**config.mk**
```make
export PLATFORM = sky130hd
export DESIGN_NAME = slide_puzzle_ctrl
export DESIGN_NICKNAME = d
export VERILOG_FILES = /design/src/rtl/slide_puzzle_pkg.sv /design/src/rtl/slide_puzzle_win_det.sv /design/src/rtl/slide_puzzle_ctrl.sv
export SDC_FILE = /design/constraint.sdc
export NUM_CORES = 1
export LEC_CHECK = 0
export CAP_MARGIN = 20
export CELL_PAD_IN_SITES_DETAIL_PLACEMENT = 0
export CELL_PAD_IN_SITES_GLOBAL_PLACEMENT = 2
export CORE_ASPECT_RATIO = 1.5
export CORE_MARGIN = 2
export CORE_UTILIZATION = 35
export CTS_BUF_LIST = sky130_fd_sc_hd__clkbuf_2 sky130_fd_sc_hd__clkbuf_4 sky130_fd_sc_hd__clkbuf_8
export DETAILED_ROUTE_END_ITERATION = 8
export GPL_TIMING_DRIVEN = 0
export PLACE_DENSITY_LB_ADDON = 0.1
export SYNTH_ARGS = -nofsm -noshare
export SYNTH_HDL_FRONTEND = slang
export SYNTH_SLANG_ARGS = --single-unit
```
**constraint.sdc**
```tcl
create_clock -name clk_d -period 9.13 [get_ports clk_d]
set_input_delay 0.913 -clock clk_d [delete_from_list [all_inputs] [get_ports clk_d]]
set_output_delay 0.913 -clock clk_d [all_outputs]
set_load 0.1 [all_outputs]
```
**src/rtl/slide_puzzle_pkg.sv**
```systemverilog
// Shared definitions for the N x N sliding-tile puzzle engine: game status codes,
// blank-move direction bit indices and board-generation helpers.
package slide_puzzle_pkg;

  typedef enum logic [1:0] {
    GS_CHOSE_BOARD  = 2'b00,
    GS_GAMING       = 2'b01,
    GS_GAME_INITIAL = 2'b10,
    GS_WINNED       = 2'b11
  } game_status_e;

  localparam int DIR_UP    = 0;
  localparam int DIR_RIGHT = 1;
  localparam int DIR_DOWN  = 2;
  localparam int DIR_LEFT  = 3;

  // Widest board the helpers can build: 4x4 cells of 5 bits.
  localparam int MAX_BW = 80;

  function automatic int blank_code(input int n);
    return n * n;
  endfunction

  // Identity board (cell k = k), cell 0 in the MSBs, right-aligned in MAX_BW bits.
  function automatic logic [MAX_BW-1:0] default_board(input int n, input int cw);
    logic [MAX_BW-1:0] res;
    res = '0;
    for (int k = 0; k < 16; k++) begin
      if (k < n * n) begin
        res = (res << cw) | MAX_BW'(k);
      end else begin
        res = res;
      end
    end
    return res;
  endfunction

endpackage

```
**src/rtl/slide_puzzle_win_det.sv**
```systemverilog
// Combinational solved-board check: exactly one BLANK cell and every other
// cell k holding code k. Out-of-range codes simply fail the check.
module slide_puzzle_win_det
  import slide_puzzle_pkg::*;
#(
  parameter int N      = 2,
  parameter int CELL_W = $clog2(N*N+1)
) (
  input  logic [N*N*CELL_W-1:0] board_i,
  output logic                  win_o
);

  localparam int NC   = N * N;
  localparam int BC_W = $clog2(NC + 1);
  localparam logic [CELL_W-1:0] BLANK_C = CELL_W'(blank_code(N));

  logic [BC_W-1:0]   blank_cnt_s;
  logic              cells_ok_s;
  logic [CELL_W-1:0] cell_s;

  always_comb begin
    blank_cnt_s = '0;
    cells_ok_s  = 1'b1;
    cell_s      = '0;
    for (int k = 0; k < NC; k++) begin
      cell_s = board_i[(NC-1-k)*CELL_W +: CELL_W];
      if (cell_s == BLANK_C) begin
        blank_cnt_s = blank_cnt_s + BC_W'(1);
      end else if (cell_s != CELL_W'(k)) begin
        cells_ok_s = 1'b0;
      end else begin
        cells_ok_s = cells_ok_s;
      end
    end
    win_o = cells_ok_s && (blank_cnt_s == BC_W'(1));
  end

endmodule

```
**src/rtl/slide_puzzle_ctrl.sv**
```systemverilog
// N x N sliding-tile puzzle engine: board load, blank insertion, prioritised
// blank moves, saturating move counter and registered solved flag.
// Optional macro SLIDE_PUZZLE_ACT_EDGE_EN: act treated as rising-edge requests.
module slide_puzzle_ctrl
  import slide_puzzle_pkg::*;
#(
  parameter int N          = 2,
  parameter int CELL_W     = $clog2(N*N+1),
  parameter int BLANK_INIT = N*(N-1),
  parameter int CNT_W      = 10
) (
  input  logic                     clk_d,
  input  logic                     reset,
  input  logic [1:0]               game_status,
  input  logic [3:0]               act,
  input  logic [N*N*CELL_W-1:0]    origin_board,
  output logic [N*N*CELL_W-1:0]    out,
  output logic [$clog2(N*N)-1:0]   blank_pos,
  output logic [CNT_W-1:0]         move_count,
  output logic                     move_valid,
  output logic                     win_flag
);

  localparam int NC = N * N;
  localparam int BW = NC * CELL_W;
  localparam int PW = $clog2(NC);
  localparam logic [CELL_W-1:0] BLANK_C      = CELL_W'(blank_code(N));
  localparam logic [BW-1:0]     DEFAULT_BD   = BW'(default_board(N, CELL_W));
  localparam logic [PW-1:0]     BLANK_INIT_P = PW'(BLANK_INIT);
  localparam logic [PW-1:0]     N_P          = PW'(N);

  game_status_e   gs_s;
  logic [BW-1:0]  origin_q, origin_d;
  logic [BW-1:0]  board_q, board_d;
  logic [PW-1:0]  blank_q, blank_d;
  logic [CNT_W-1:0] cnt_q, cnt_d;
  logic           valid_q, valid_d;
  logic           win_q, win_s;
  logic [3:0]     req_s, legal_s, cand_s;
  logic [PW-1:0]  col_s, tgt_s;

  assign gs_s = game_status_e'(game_status);

`ifdef SLIDE_PUZZLE_ACT_EDGE_EN
  logic [3:0] act_q;

  // Previous act sample, so a held button yields a single request.
  always_ff @(posedge clk_d) begin
    if (reset) begin
      act_q <= 4'b0000;
    end else begin
      act_q <= act;
    end
  end

  assign req_s = act & ~act_q;
`else
  assign req_s = act;
`endif

  assign col_s              = blank_q % N_P;
  assign legal_s[DIR_UP]    = blank_q >= N_P;
  assign legal_s[DIR_RIGHT] = col_s != PW'(N - 1);
  assign legal_s[DIR_DOWN]  = blank_q < PW'(NC - N);
  assign legal_s[DIR_LEFT]  = col_s != '0;
  assign cand_s             = req_s & legal_s;

  // Lowest-index request that is also legal picks the swap target.
  always_comb begin
    tgt_s = blank_q;
    casez (cand_s)
      4'b???1: tgt_s = blank_q - N_P;
      4'b??10: tgt_s = blank_q + PW'(1);
      4'b?100: tgt_s = blank_q + N_P;
      4'b1000: tgt_s = blank_q - PW'(1);
      default: tgt_s = blank_q;
    endcase
  end

  always_comb begin
    origin_d = origin_q;
    board_d  = board_q;
    blank_d  = blank_q;
    cnt_d    = cnt_q;
    valid_d  = 1'b0;
    case (gs_s)
      GS_CHOSE_BOARD: origin_d = origin_board;
      GS_GAME_INITIAL: begin
        board_d = origin_q;
        board_d[(NC-1-BLANK_INIT)*CELL_W +: CELL_W] = BLANK_C;
        blank_d = BLANK_INIT_P;
        cnt_d   = '0;
      end
      GS_GAMING: begin
        if (|cand_s) begin
          board_d[(NC-1-int'(blank_q))*CELL_W +: CELL_W] =
            board_q[(NC-1-int'(tgt_s))*CELL_W +: CELL_W];
          board_d[(NC-1-int'(tgt_s))*CELL_W +: CELL_W] = BLANK_C;
          blank_d = tgt_s;
          cnt_d   = (cnt_q == {CNT_W{1'b1}}) ? cnt_q : cnt_q + CNT_W'(1);
          valid_d = 1'b1;
        end else begin
          valid_d = 1'b0;
        end
      end
      GS_WINNED: begin
        origin_d = DEFAULT_BD;
        blank_d  = BLANK_INIT_P;
      end
      default: valid_d = 1'b0;
    endcase
  end

  slide_puzzle_win_det #(
    .N      (N),
    .CELL_W (CELL_W)
  ) u_win_det (
    .board_i (board_q),
    .win_o   (win_s)
  );

  // Game state registers; the solved flag lags the board by one cycle.
  always_ff @(posedge clk_d) begin
    if (reset) begin
      origin_q <= DEFAULT_BD;
      board_q  <= DEFAULT_BD;
      blank_q  <= BLANK_INIT_P;
      cnt_q    <= '0;
      valid_q  <= 1'b0;
      win_q    <= 1'b0;
    end else begin
      origin_q <= origin_d;
      board_q  <= board_d;
      blank_q  <= blank_d;
      cnt_q    <= cnt_d;
      valid_q  <= valid_d;
      win_q    <= win_s;
    end
  end

  assign out        = board_q;
  assign blank_pos  = blank_q;
  assign move_count = cnt_q;
  assign move_valid = valid_q;
  assign win_flag   = win_q;

endmodule
```
==> results.py <==
metrics = {
    "worst_setup_path": {
        "worst_ep_arrival_time_ns": 4.84,
        "critPathMaxStageDelay_ns": 0.62,
        "rr_worst_depth": 15,
        "r2r_start": "blank_pos[0]",
        "worstPathMaxFanout": 10,
        "cp-startpoint": "act[1]",
        "cp-end-kind": "flop",
        "slowest_stage": "a21oi_1",
        "required_ns": 9.34,
        "cp-start-kind": "input port",
        "crit_top_cell": "a21oi_1",
        "crit_chain": "clkdlybuf4s50_1, nand2_1, a221oi_1, a21oi_1, inv_1, ha_1, clkbuf_1, buf_2, nor3_1, nor2_1, o211ai_1, o221ai_1, a21oi_1, a2111oi_2",
        "critical_path_class": "input port to flop",
    },
    "global_routing": {
        "grt_usage": 0.229,
        "grt_pass1_vias": 2983,
        "grt_max_degree": 12,
        "grt_pass1_wl_um": 15700,
        "grt-ovfl-total": 0,
        "antenna_found_initial": 0,
    },
    "power_and_ir_drop": {
        "pwr-share-clk": 0.270,
        "p_sw_frac": 0.402,
        "p_comb_frac": 0.347,
        "vdd_drop_max_mv": 0.0913,
        "p_seq_frac": 0.383,
        "p_leak_nw": 1.26,
        "power.density_nw_per_um2": 127,
        "intPower_mw": 0.266,
        "power_switching_mw": 0.179,
    },
    "clock_tree": {
        "holdBufCountCts": 0,
        "ctsResizeCount": 0,
        "cts_sinks": 35,
        "cts_setup_buffers": 0,
        "cts_buffers": 5,
        "clock_path_buffers": 2,
        "cts_tree": "built",
        "cts-root-buf": "clkbuf_8",
        "insertion_delay_ns": 0.30,
        "clkTransAtPathRegs_ns": 0.08,
        "h-tree-depth": 2,
    },
    "detailed_routing": {
        "highest-signal-layer": "met4",
        "via_per_inst": 5.76,
        "wl_um": 9920,
        "routedWlPerCell_um": 18.8,
        "first_pass_iters": 4,
        "met1_length_um": 4060,
        "wl_met3_um": 310,
        "ant_nets": 0,
        "drcViolationCount": 0,
        "drtIter0Drc": 180,
        "wl_met2_um": 5100,
        "routed-via-count": 3037,
    },
    "timing": {
        "finalClockSkew_ns": 0.00890,
        "grt_setup_unrepaired": "false",
        "setup-violations-final": 0,
        "worstMarginPinSlew_ns": 0.983,
        "slew_headroom": 0.342,
        "setup_tns_ns": 0,
        "finalHoldViolCount": 0,
        "period_needed_ns": 4.63,
        "timing.fmax_ghz": 0.216,
        "fin_crit_sh": 0.507,
        "final_max_slew_viol_count": 0,
    },
    "die": {
        "die_x_um": 77.9,
        "start_util": 0.360,
        "ios": 46,
        "coreArea_um2": 7960,
        "row_count": 40,
        "die_h_um": 115,
        "die-area_um2": 8940,
    },
    "layout": {
        "layout_common_cells": "clkdlybuf4s50_1 (42), nor2_1 (41), dfxtp_1 (35)",
        "nets": 463,
        "layout_commonest_cell": "clkdlybuf4s50_1",
        "fin_util": 0.441,
        "antennaDiodeCount": 0,
        "regArea_um2": 701,
        "fillers": 848,
        "area_delta_synth_final_pct": 22.3,
        "drive_above_1_share": 0.0592,
        "multiInputGateArea_um2": 2050,
    },
    "placement": {
        "dp_hpwl_um": 7680,
        "gp_congestion": 0.911,
        "numPortBuffers": 42,
    },
    "worst_hold_path": {
        "min_path_type": "flop to flop",
        "hp-start": "origin_q[10]",
        "worstHoldPathCells": 2,
    },
    "synthesis": {
        "yosysWarnings": 0,
        "synth_edf_count": 0,
        "synth_xor_area_frac": 0.0336,
        "synth_seq_area_share": 0.244,
        "synth.mux.area_fraction": 0.0498,
        "synth_top_family_by_area": "simple AND/OR/NAND/NOR gates",
        "yosys_register_bits": 35,
        "synth_top_area_frac": 0.244,
        "synth.largest_area_cell": "dfxtp_1",
        "postSynthAreaPerCell_um2": 7.71,
        "synthFlopType": "dfxtp_1",
        "async_reset_ff_frac": 0,
        "synth-simple-area-share": 0.297,
        "synthAdderAreaFrac": 0.0960,
        "synthCells": 372,
        "synth_compound_area_frac": 0.237,
        "synth_cell_types": 62,
        "syn_area_um2": 2870,
        "synth_area_leaders": "dfxtp_1 (24%), ha_1 (9.6%), nor2_1 (5.4%)",
        "syn_nets": 414,
    },
    "run_status": {
        "outcome": "completed",
    },
    "flow_run": {
        "drv_cap": 0,
    },
}
## Yosys cell counts (all sizes together), types with 4 or more instances
master,n
nor2,42
dfxtp,35
nand2,33
a21oi,24
ha,22
o21ai,21
clkbuf,13
inv,13
nor2b,13
nor3,13
mux2i,12
nand3,12
nand4,11
nand2b,9
o22ai,9
o211ai,8
xnor2,8
a31oi,6
or3,6
a211oi,5
nor4,5
a22oi,4
and2,4
## critical path, delay by kind of cell
kind	cells	cell delay, ns
buffers and inverters	4	1.41
AOI/OAI and AO/OA	6	1.90
adders and majority gates	1	0.34
and+or+nand+nor	3	0.28
## metal layers
| metal | vias to the layer above | GRT usage |
|---|---|---|
| met5 | - | 0 |
| met2 | 99 | 0.404 |
| met4 | 0 | 0.150 |
| li1 | 1473 | - |
| met3 | 25 | 0.0306 |
| met1 | 1440 | 0.257 |
## power by group through the flow
| stage | combinational (mW) | sequential (mW) | clock (mW) |
|---|---|---|---|
| 6_report | 0.154 | 0.170 | 0.120 |
| 5_1_grt | 0.165 | 0.171 | 0.130 |
| 4_1_cts | 0.154 | 0.170 | 0.125 |
| 3_5_place_dp | 0.153 | 0.174 | 0 |
| 3_3_place_gp | 0.154 | 0.174 | 0 |
| 2_1_floorplan | 0.0790 | 0.200 | 0 |
## metrics by stage
stage	instances	cell area (µm²)	total power, mW	hold slack, ns	setup WS [ns]
3_5_place_dp	519	3420	0.327	0.468	4.22
3_3_place_gp	519	3420	0.328	0.455	4.17
6_report	527	3510	0.445	0.481	4.50
4_1_cts	527	3510	0.449	0.483	4.55
5_1_grt	527	3510	0.466	0.514	4.27
2_1_floorplan	372	2870	0.279	0.443	4.84
## sequential cells by signal, indices dropped and copies added, names as in the netlist
register,cells
origin_q,9
blank_pos,2
win_flag,1
move_count,10
out,12
move_valid,1
## final cells by class
| class | instances | area share |
|---|---|---|
| inverters | 15 | 0.0168 |
| well taps | 105 | 0.0375 |
| clock buffers | 6 | 0.0218 |
| multi-input cells | 306 | 0.583 |
| repair buffers | 42 | 0.120 |
| flip-flops and latches | 35 | 0.200 |
| plain buffers | 16 | 0.0175 |
| clock inverters | 2 | 0.00357 |
## path summary, 6_finish.rpt
| check | endpoint | slack (ns) |
|---|---|---|
| setup / recovery | out[2] | 4.50 |
| hold / removal | origin_q[10] | 0.48 |
| setup reg to reg | out[2] | 4.54 |
| hold reg to reg | origin_q[10] | 0.48 |
## logic make-up after synthesis
group | Yosys count
xor gates and xnor gates | 11
and+or+nand+nor | 163
adders and majority gates | 22
muxes | 13
AOI/OAI and AO/OA | 97
DFF | 35
buffers and inverters | 31
No activity file was read; power rests on OpenSTA's default activity.
